$ cat config.mk
export PLATFORM = sky130hd
export DESIGN_NAME = mux21_sel_arb
export DESIGN_NICKNAME = d
export VERILOG_FILES = /design/src/rtl/mux21_sel_arb.sv
export SDC_FILE = /design/constraint.sdc
export NUM_CORES = 1
export LEC_CHECK = 0
export BUFFER_PORTS_ARGS = -buffer_cell sky130_fd_sc_hd__buf_4
export CORE_UTILIZATION = 53
export DETAILED_ROUTE_END_ITERATION = 10
export GPL_TIMING_DRIVEN = 0
export PLACE_DENSITY = 0.79
export RECOVER_POWER = 25
export SLEW_MARGIN = 10
export SYNTH_ARGS = -nofsm -noshare
export SYNTH_HDL_FRONTEND = slang
export SYNTH_SLANG_ARGS = --single-unit
$ cat constraint.sdc
create_clock -name CLK -period 3.1 [get_ports CLK]
set_clock_uncertainty 0.1 [all_clocks]
set_input_delay 0.155 -clock CLK [delete_from_list [all_inputs] [get_ports CLK]]
set_output_delay 0.155 -clock CLK [all_outputs]
set_load 0.02 [all_outputs]
$ cat src/rtl/mux21_sel_arb.sv
// Two-requester round-robin arbiter driving the select line of a 2:1 mux.
// The holder keeps the grant for at most MAX_HOLD cycles while the other side waits.
module mux21_sel_arb #(
  parameter int unsigned MAX_HOLD = 4,
  parameter int unsigned CNT_W    = 3
) (
  input  logic             CLK,
  input  logic             RST,
  input  logic             REQ0,
  input  logic             REQ1,
  output logic             S,
  output logic             GNT0,
  output logic             GNT1,
  output logic [CNT_W-1:0] HOLD_CNT,
  output logic             SWITCH
);

  localparam logic [CNT_W-1:0] HOLD_LAST = CNT_W'(MAX_HOLD - 1);

  typedef enum logic [1:0] {
    IDLE = 2'd0,
    G0   = 2'd1,
    G1   = 2'd2
  } state_t;

  state_t           state, state_nxt;
  logic             last, last_nxt;
  logic             sw_nxt;
  logic [CNT_W-1:0] cnt_nxt;
  logic             s_nxt;

  // Next-state, burst counter and switch-pulse decode.
  always_comb begin
    state_nxt = state;
    last_nxt  = last;
    sw_nxt    = 1'b0;
    cnt_nxt   = HOLD_CNT;
    s_nxt     = S;
    unique case (state)
      IDLE: begin
        if (REQ0 && REQ1) state_nxt = last ? G0 : G1;
        else if (REQ0)    state_nxt = G0;
        else if (REQ1)    state_nxt = G1;
      end
      G0: begin
        if (!REQ0) begin
          if (REQ1) begin
            state_nxt = G1;
            sw_nxt    = 1'b1;
          end else begin
            state_nxt = IDLE;
          end
        end else if (REQ1 && (HOLD_CNT == HOLD_LAST)) begin
          state_nxt = G1;
          sw_nxt    = 1'b1;
        end else if (HOLD_CNT != HOLD_LAST) begin
          cnt_nxt = HOLD_CNT + CNT_W'(1);
        end
      end
      G1: begin
        if (!REQ1) begin
          if (REQ0) begin
            state_nxt = G0;
            sw_nxt    = 1'b1;
          end else begin
            state_nxt = IDLE;
          end
        end else if (REQ0 && (HOLD_CNT == HOLD_LAST)) begin
          state_nxt = G0;
          sw_nxt    = 1'b1;
        end else if (HOLD_CNT != HOLD_LAST) begin
          cnt_nxt = HOLD_CNT + CNT_W'(1);
        end
      end
      default: state_nxt = IDLE;
    endcase

    // A fresh grant or a release restarts the burst count.
    if (state_nxt != state) begin
      cnt_nxt = '0;
      if (state_nxt == G0) last_nxt = 1'b0;
      if (state_nxt == G1) last_nxt = 1'b1;
    end

    // Select only moves on a grant, so it holds through IDLE.
    if (state_nxt == G0) s_nxt = 1'b0;
    if (state_nxt == G1) s_nxt = 1'b1;
  end

  always_ff @(posedge CLK) begin
    if (RST) begin
      state    <= IDLE;
      last     <= 1'b1;
      S        <= 1'b0;
      GNT0     <= 1'b0;
      GNT1     <= 1'b0;
      HOLD_CNT <= '0;
      SWITCH   <= 1'b0;
    end else begin
      state    <= state_nxt;
      last     <= last_nxt;
      S        <= s_nxt;
      GNT0     <= (state_nxt == G0);
      GNT1     <= (state_nxt == G1);
      HOLD_CNT <= cnt_nxt;
      SWITCH   <= sw_nxt;
    end
  end

endmodule

==> results of run 1 <==
-- state kept, by name, summed over array words and instances, names as in the netlist --
signal / count
HOLD_CNT: 3
state: 2
GNT0: 1
GNT1: 1
S: 1
SWITCH: 1
last: 1
-- synthesized netlist by cell type, types with 2 or more instances --
| library cell | count |
|---|---|
| dfxtp_1 | 10 |
| ha_1 | 8 |
| inv_1 | 8 |
| nand2_1 | 6 |
| nor2_1 | 6 |
| mux2i_1 | 4 |
| a21boi_1 | 3 |
| a21oi_1 | 3 |
| nor2b_1 | 3 |
| nor3_1 | 3 |
| buf_2 | 2 |
| nand4_1 | 2 |
-- cell type report --
cell class,count,share of cell area
multi-input cells,57,0.5521
clock buffers,3,0.02761
inverters,8,0.03681
flip-flops and latches,10,0.2454
repair buffers,11,0.08589
well taps,14,0.02147
plain buffers,4,0.03067
-- per-layer routing --
layer | vias up | GRT usage | routed length, um
met4 | 0 | 0.1293 | 10
met5 | - | 0 | 0
met2 | 5 | 0.4208 | 748
met3 | 2 | 0.03488 | 23
met1 | 293 | 0.3025 | 696
li1 | 310 | - | -
-- critical path, delay by kind of cell (launching register included) --
family | cells | cell delay [ps]
AO/OA/AOI/OAI | 3 | 790
adder cells (fa/ha/maj) | 2 | 430
buffers and inverters | 4 | 520
flip-flops | 1 | 360
multiplexers | 1 | 190
AND/OR/NAND/NOR | 1 | 100
-- cells by family after synthesis --
family / synth area share
fa+ha+maj: 0.1418
simple gates: 0.1649
flops: 0.2837
buf+inv: 0.07801
xor+xnor: 0.01241
compound gates: 0.2624
mux: 0.05674
-- through the flow --
stage                     power [uW]  hold WS, ps  utilization  setup WS, ps  cells
after floorplan                379.1        131.0            -         744.5     79
after global placement         433.9        232.8       0.6816         601.1    103
after detailed placement       442.7        234.8       0.6816         574.0    103
after CTS                      531.1        256.3       0.7094         541.1    107
after global routing           564.8        269.7       0.6966         349.7    107
final                          523.5        261.9       0.6966         544.8    107
-- worst paths after layout --
check | start | end | slack [ps] | depth (start not counted)
worst max-delay path | state[1] | last | 540 | 11
worst min-delay path | REQ1 | SWITCH | 260 | 4
worst max register to register | state[1] | last | 540 | 11
worst min register to register | S | S | 410 | 2
-- layout by cell type, fill, tap and decap left out, types with 2 or more instances in the layout --
cell type / instances
mux2i_1: 4
buf_4: 6
a21boi_1: 3
a21oi_1: 3
inv_1: 8
nor3_1: 3
ha_1: 8
nor2b_1: 3
clkbuf_4: 3
nand4_1: 2
dfxtp_1: 10
buf_2: 2
clkbuf_1: 5
nor2_1: 6
nand2_1: 6
-- report_power, final --
part / switching, uW / internal (uW) / total [uW]
combinational: 155 / 113 / 268
clock: 40.1 / 44.6 / 84.7
sequential: 17.7 / 153 / 171
-- timing repair --
| action | 4_1_cts | 5_1_grt |
|---|---|---|
| buffers inserted | 0 | 0 |
| endpoints found under the hold margin | 1 | 0 |
| hold buffers | 1 | 0 |
==> impl_metrics.ini, run 1 <==
[power_and_ir_drop]
powerDensity_nw_per_um2 = 641.7
p_leak_uw = 0.0003574
vdd_drop_max_mv = 0.3872

[critical_path]
critPathCaptureType = flip-flop
critPathLaunchType = flip-flop
path_class = flip-flop to flip-flop
crit_fanout = 9
critPathMaxStageDelay_ps = 360
worstPathArrival_ps = 2650
required_ps = 3190
slowest_stage = dfxtp_1
crit_path_cell_trace = buf_2 -> inv_1 -> ha_1 -> buf_2 -> a32o_2 -> a211oi_1 -> nor2_1 -> inv_1 -> ha_1 -> a41oi_2 -> mux2i_1

[finish]
final_area_sq_um = 815.8
multiInputGateArea_sq_um = 450.4
fillerInstances = 95
regArea_sq_um = 200.2
layout.nets = 107
drive_gt1_frac = 0.1828
n_antenna_cell = 0
syn_to_final_growth_pct = 15.60

[route]
ant_nets = 0
drc = 0
drt_iter0_markers = 21
wl_per_cell_um = 13.81
drt_pass1_iterations = 4
vias = 610
postRouteWirelength_um = 1478
vias_per_cell = 5.701

[clock_network]
ctsRootBufferMaster = clkbuf_4
cts_tree = yes
clock-sinks = 10
post_cts_resized = 0
insertion_delay_ps = 260
cts.clk_slew.worst_paths_ps = 60
numCtsBuffers = 3
ctsHtreeMaxLevel = 1
clk_path_buf_depth = 2

[synth]
async_reset_ff_frac = 0
yosysWarnings = 0
syn-num-nets = 91
avgSynthCellArea_sq_um = 8.933
netlist.top_cell.by_area = dfxtp_1
synth_area_sq_um = 705.7
seq_area_frac_synth = 0.2837
synth_area_leaders = dfxtp_1 (28%), ha_1 (14%), mux2i_1 (5.7%)
synth_cell_types = 33
synth-seq-cells = 10
synth_edf_count = 0
yosysTopAreaCellShare = 0.2837
synth_flop_cell = dfxtp_1
syn_inst = 79

[run]
cap_violations = 0

[sta]
setup-violations-final = 0
post-route-min-period_ps = 2555
rsz0062_at_grt = no
slew_viol_final = 0
worst_slew_margin_rel = 0.7277
hold_viol = 0
period_share = 0.8242
worst_pin_slew_ps = 407.7
setup_tns_ps = 0
fmax_mhz = 391.4

[placed_design]
io_buffers = 10
gp_congestion = 0.7873
dp_hpwl_um = 1129
place_area_sq_um = 798.3

[grt]
grt_usage = 0.2497
antenna_found_initial = 0
grt_overflow = 0
grt_pass1_vias = 578
grt_max_degree = 11
grt_pass1_wl_um = 2484

[die]
dieWidth_um = 38.49
start_util = 0.6026
core_area_sq_um = 1171
die_h_um = 38.49
ios = 11
die_area_sq_um = 1481
rows = 12

[worst_hold_path]
hold_class = primary input to flip-flop

[run_status]
run_status = finished, final reports clean
No activity file was read; power rests on OpenSTA's default activity.
==> inputs of run 2 (changes only) <==
--- a/config.mk
+++ b/config.mk
@@ -6,10 +6,10 @@
 export NUM_CORES = 1
 export LEC_CHECK = 0
 export BUFFER_PORTS_ARGS = -buffer_cell sky130_fd_sc_hd__buf_4
-export CORE_UTILIZATION = 53
+export CORE_UTILIZATION = 48
 export DETAILED_ROUTE_END_ITERATION = 10
 export GPL_TIMING_DRIVEN = 0
-export PLACE_DENSITY = 0.79
+export PLACE_DENSITY = 0.76
 export RECOVER_POWER = 25
 export SLEW_MARGIN = 10
 export SYNTH_ARGS = -nofsm -noshare
==> constraint.sdc (replaced) <==
create_clock -name CLK -period 2.25 [get_ports CLK]
set_clock_uncertainty 0.1 [all_clocks]
set_input_delay 0.1125 -clock CLK [delete_from_list [all_inputs] [get_ports CLK]]
set_output_delay 0.1125 -clock CLK [all_outputs]
set_load 0.02 [all_outputs]
==> impl_metrics.ini, run 2 (same netlist as run 1, synthesis figures left out) <==
[run_status]
run_status = finished, final reports clean

[clock_network]
numCtsBuffers = 3
clk_path_buf_depth = 2
ctsRootBufferMaster = clkbuf_4
clock-sinks = 10
insertion_delay_ps = 260
cts.clk_slew.worst_paths_ps = 60
ctsHtreeMaxLevel = 1
cts_tree = yes

[sta]
setup-violations-final = 0
holdWs_ps = 238.3
rsz0062_at_grt = yes
post-route-min-period_ps = 2210
setup_tns_ps = 0
hold_viol = 0
period_share = 0.9820
worst_slew_margin_rel = 0.6783
worst_pin_slew_ps = 477.5
fmax_mhz = 452.6
slew_viol_final = 0

[grt]
grt_usage = 0.2348
grt_overflow = 0
antenna_found_initial = 0
grt_pass1_wl_um = 2470
grt_max_degree = 11
grt_pass1_vias = 588

[finish]
largest_register = HOLD_CNT
mostFrequentLayoutCell = buf_4
n_antenna_cell = 0
largest_register_ffs = 3
final_area_sq_um = 1033
final_cell_mix = buf_4 (20), dfxtp_1 (6), inv_1 (6), nor2_1 (6)
top_regs = HOLD_CNT: 3 flops, state: 2 flops
instances_no_fill = 121
layout.nets = 120
syn_to_final_growth_pct = 46.45
drive_gt1_frac = 0.4340

[route]
ant_nets = 0
drt_iter0_markers = 16
vias = 683
vias_per_cell = 5.645
wl_per_cell_um = 14.97
postRouteWirelength_um = 1811
drt_pass1_iterations = 4
drc = 0

[die]
ios = 11
dieWidth_um = 40.34
core_area_sq_um = 1334
start_util = 0.5291
die_h_um = 40.34
rows = 13
die_area_sq_um = 1627

[power_and_ir_drop]
vdd_drop_max_mv = 0.7157
p_total_uw = 921.5
powerDensity_nw_per_um2 = 891.6
p_leak_uw = 0.0004274

[placed_design]
io_buffers = 10
dp_cells = 104
dp_hpwl_um = 1042
gp_congestion = 0.7099
place_area_sq_um = 809.5

[worst_hold_path]
hold_class = primary input to flip-flop

[critical_path]
crit_path_frequent_cell = ha_4
path_class = flip-flop to flip-flop
critPathLaunchType = flip-flop
slowest_stage = dfxtp_4
critPathCaptureType = flip-flop
critPathMaxStageDelay_ps = 360
required_ps = 2340
crit_fanout = 5
worstPathArrival_ps = 2300
crit_path_cell_trace = ha_4 -> ha_4 -> nand3b_1 -> a211o_1 -> a31oi_4 -> ha_4 -> a41oi_2 -> mux2i_1

[run]
cap_violations = 0
-- run 2: path summary, 6_finish.rpt --
path / slack (ps) / startpoint / endpoint / cells past startpoint
hold reg to reg: 430 / S / S / 2
hold / removal: 240 / REQ1 / SWITCH / 3
setup / recovery: 40 / HOLD_CNT[0] / last / 8
setup reg to reg: 40 / HOLD_CNT[0] / last / 8
-- run 2: repair_timing --
item | CTS | global route
pin swaps | 6 | 4
setup buffers | 9 | 5
endpoints found under the setup margin | 2 | 3
resized for setup | 15 | 7
hold buffers | 1 | 0
endpoints found under the hold margin | 1 | 0
-- run 2: area by class of cell --
class	instances	area [sq um]
buffer	3	26.28
clock buffer	3	22.52
fill	91	300.3
inverter	8	30.03
multi-input combinational	57	550.5
sequential	10	210.2
tap	15	18.77
timing repair buffer	25	175.2
-- run 2: metrics by stage --
step	util	setup slack [ps]
after detailed placement	0.6069	-199.6
final	0.7749	40.45
after floorplan	-	14.31
after global placement	0.6069	-148.1
after global routing	0.7749	-22.99
after CTS	0.7355	9.126
-- run 2: report_power, final --
group	switching [uW]	internal [uW]
combinational	271	293
sequential	29.4	213
clock	53.7	61.4
-- run 2: worst max-delay path, delay by kind of cell, from the launching register on --
kind	cells	cell delay, ps
AO/OA/AOI/OAI	3	730
flip-flops	1	360
adder cells (fa/ha/maj)	3	570
AND/OR/NAND/NOR	1	190
multiplexers	1	190
-- run 2: metal layers --
metal / part of all wire / wire (um) / vias to the layer above / global-route usage
met3: 0.015 / 28 / 4 / 0.03333
met2: 0.49 / 891 / 13 / 0.3968
met4: 0.012 / 22 / 0 / 0.1250
met1: 0.48 / 869 / 330 / 0.2828
li1: - / - / 336 / -
met5: 0 / 0 / - / 0
==> inputs of run 3 (changes only) <==
--- a/config.mk
+++ b/config.mk
@@ -5,6 +5,7 @@
 export SDC_FILE = /design/constraint.sdc
 export NUM_CORES = 1
 export LEC_CHECK = 0
+export ABC_AREA = 1
 export BUFFER_PORTS_ARGS = -buffer_cell sky130_fd_sc_hd__buf_4
 export CORE_UTILIZATION = 48
 export DETAILED_ROUTE_END_ITERATION = 10
==> impl_metrics.ini, run 3 <==
[synth]
syn-num-nets = 112
synthMuxAreaShare = 0
syn_inst = 100
synth_top_family_by_area = simple AND/OR/NAND/NOR gates
avgSynthCellArea_sq_um = 6.994
async_reset_ff_frac = 0
yosys-top-cells-count = nand2_1 (28), inv_1 (14), dfxtp_1 (10), nor2_1 (10), ha_1 (8)
synth_cell_types = 20
post-synth-top-count-cell = nand2_1
synth-xor-area-share = 0.01252
yosys.area_share.simple = 0.3703
synth_area_sq_um = 699.4
synth_edf_count = 0
netlist.top_cell.by_area = dfxtp_1
seq_area_frac_synth = 0.2862
synth-seq-cells = 10
yosysWarnings = 0
synth_compound_gate_area_share = 0.08408
yosysTopAreaCellShare = 0.2862
synth_flop_cell = dfxtp_1
synth_fa_ha_area_frac = 0.1431
synth_area_leaders = dfxtp_1 (29%), nand2_1 (15%), ha_1 (14%)

[placed_design]
dp_cells = 123
io_buffers = 8
gp_congestion = 0.8596
dp_hpwl_um = 1015

[grt]
grt_overflow = 0
grt_pass1_wl_um = 2076
antenna_found_initial = 0
grt_pass1_vias = 558
grt_max_degree = 9
grt_usage = 0.1961

[route]
vias = 654
postRouteWirelength_um = 1296
ant_nets = 0
vias_per_cell = 5.109
wl_per_cell_um = 10.13
drc = 0
drt_pass1_iterations = 4
drt_iter0_markers = 15

[critical_path]
crit_path_cell_trace = inv_1 -> ha_1 -> nand4_1 -> nand3_2 -> nand2_2 -> inv_1 -> ha_1 -> nor2_1 -> a21oi_1 -> nand2_1
rrSetupSlack_ps = 150
critPathMaxStageDelay_ps = 470
crit_fanout = 7
slowest_stage = dfxtp_1
critPathCaptureType = flip-flop
reg2reg_from = state[0]
worstPathArrival_ps = 2160
r2r_cells = 10
required_ps = 2310
worstReg2RegEnd = last
critPathLaunchType = flip-flop
path_class = flip-flop to flip-flop

[finish]
final_cell_mix = nand2_1 (28), inv_1 (14), nor2_1 (10)
instances_no_fill = 128
largest_register = HOLD_CNT
multiInputGateArea_sq_um = 426.7
fillerInstances = 132
syn_to_final_growth_pct = 15.92
drive_gt1_frac = 0.1947
regArea_sq_um = 201.4
top_regs = HOLD_CNT: 3 flops, state: 2 flops
n_antenna_cell = 0
largest_register_ffs = 3
mostFrequentLayoutCell = nand2_1
layout.nets = 126

[sta]
period_share = 0.9339
setup-violations-final = 0
rsz0062_at_grt = no
slew_viol_final = 0
holdWs_ps = 171.9
worst_slew_margin_rel = 0.8164
setup_tns_ps = 0
hold_viol = 0
fmax_mhz = 475.9
worst_pin_slew_ps = 275.1
post-route-min-period_ps = 2101

[power_and_ir_drop]
p_leak_uw = 0.0004108
powerDensity_nw_per_um2 = 820.4
vdd_drop_max_mv = 0.4613
p_total_uw = 665.2

[clock_network]
numCtsBuffers = 3
insertion_delay_ps = 270
cts_tree = yes
clk_path_buf_depth = 2
ctsRootBufferMaster = clkbuf_4
ctsHtreeMaxLevel = 1
clock-sinks = 10
cts.clk_slew.worst_paths_ps = 70

[run]
cap_violations = 0

[die]
core_area_sq_um = 1334
dieWidth_um = 40.17
die_area_sq_um = 1614
die_h_um = 40.17
ios = 11
rows = 13
start_util = 0.5244

[worst_hold_path]
min_path_cells = 5
holdCritStartpoint = REQ0
whs_endpoint = SWITCH
hold_class = primary input to flip-flop

[run_status]
run_status = finished, final reports clean
run 3: critical path: cells and delay by family, from the launching register on:
family          cells  cell delay [ps]
buf+inv             2              190
flops               1              470
compound gates      1              160
fa+ha+maj           2              600
simple gates        5              480
run 3: timing repair:
action	in CTS	in global routing
setup endpoints to repair	0	2
setup buffers	0	0
gates resized for setup	0	1
hold buffers	1	0
endpoints found under the hold margin	4	0
run 3: logic make-up (layout without fill, tap and decap cells):
kind of cell	count (synthesis)	count (layout)
DFF	10	10
buffers and inverters	17	30
adders and majority gates	8	8
xor gates and xnor gates	1	1
and+or+nand+nor	55	55
AOI/OAI and AO/OA	9	9
run 3: routing by layer:
layer / vias up / track usage / part of all wire
met5: - / 0 / 0
met4: 0 / 0.1333 / 0.021
met3: 5 / 0.05000 / 0.053
met2: 20 / 0.3226 / 0.47
met1: 293 / 0.2203 / 0.46
li1: 336 / - / -
run 3: report_power, final:
part           switching (uW)  leakage [uW]  total (uW)  internal, uW
Clock                    62.3     0.0000210         161          98.3
Sequential               24.3     0.0000819         231           206
Combinational             176      0.000308         274          97.7
run 3: area by class of cell:
cell class	count	share of cell area
plain buffers	2	0.02006
clock buffers	4	0.04475
inverters	15	0.06944
multi-input cells	73	0.5262
flip-flops and latches	10	0.2485
well taps	15	0.02315
repair buffers	9	0.06790
run 3: how the worst max path moves through the flow:
stage / slack (ps) / depth (start not counted) / startpoint / endpoint
4_1_cts: 170 / 10 / state[0] / last
6_report: 150 / 10 / state[0] / last
3_3_place_gp: 240 / 12 / HOLD_CNT[0] / last
2_1_floorplan: 280 / 12 / HOLD_CNT[0] / last
5_1_grt: 30 / 10 / state[0] / last
3_5_place_dp: 180 / 10 / state[0] / last
run 3: metrics by stage:
stage / cell area, sq um / utilization / worst slack, ps
after floorplan: 699.4 / - / 279.5
after global placement: 778.2 / 0.5835 / 237.0
after detailed placement: 778.2 / 0.5835 / 181.1
after CTS: 824.5 / 0.6182 / 165.9
after global routing: 810.8 / 0.6079 / 29.17
final: 810.8 / 0.6079 / 148.7
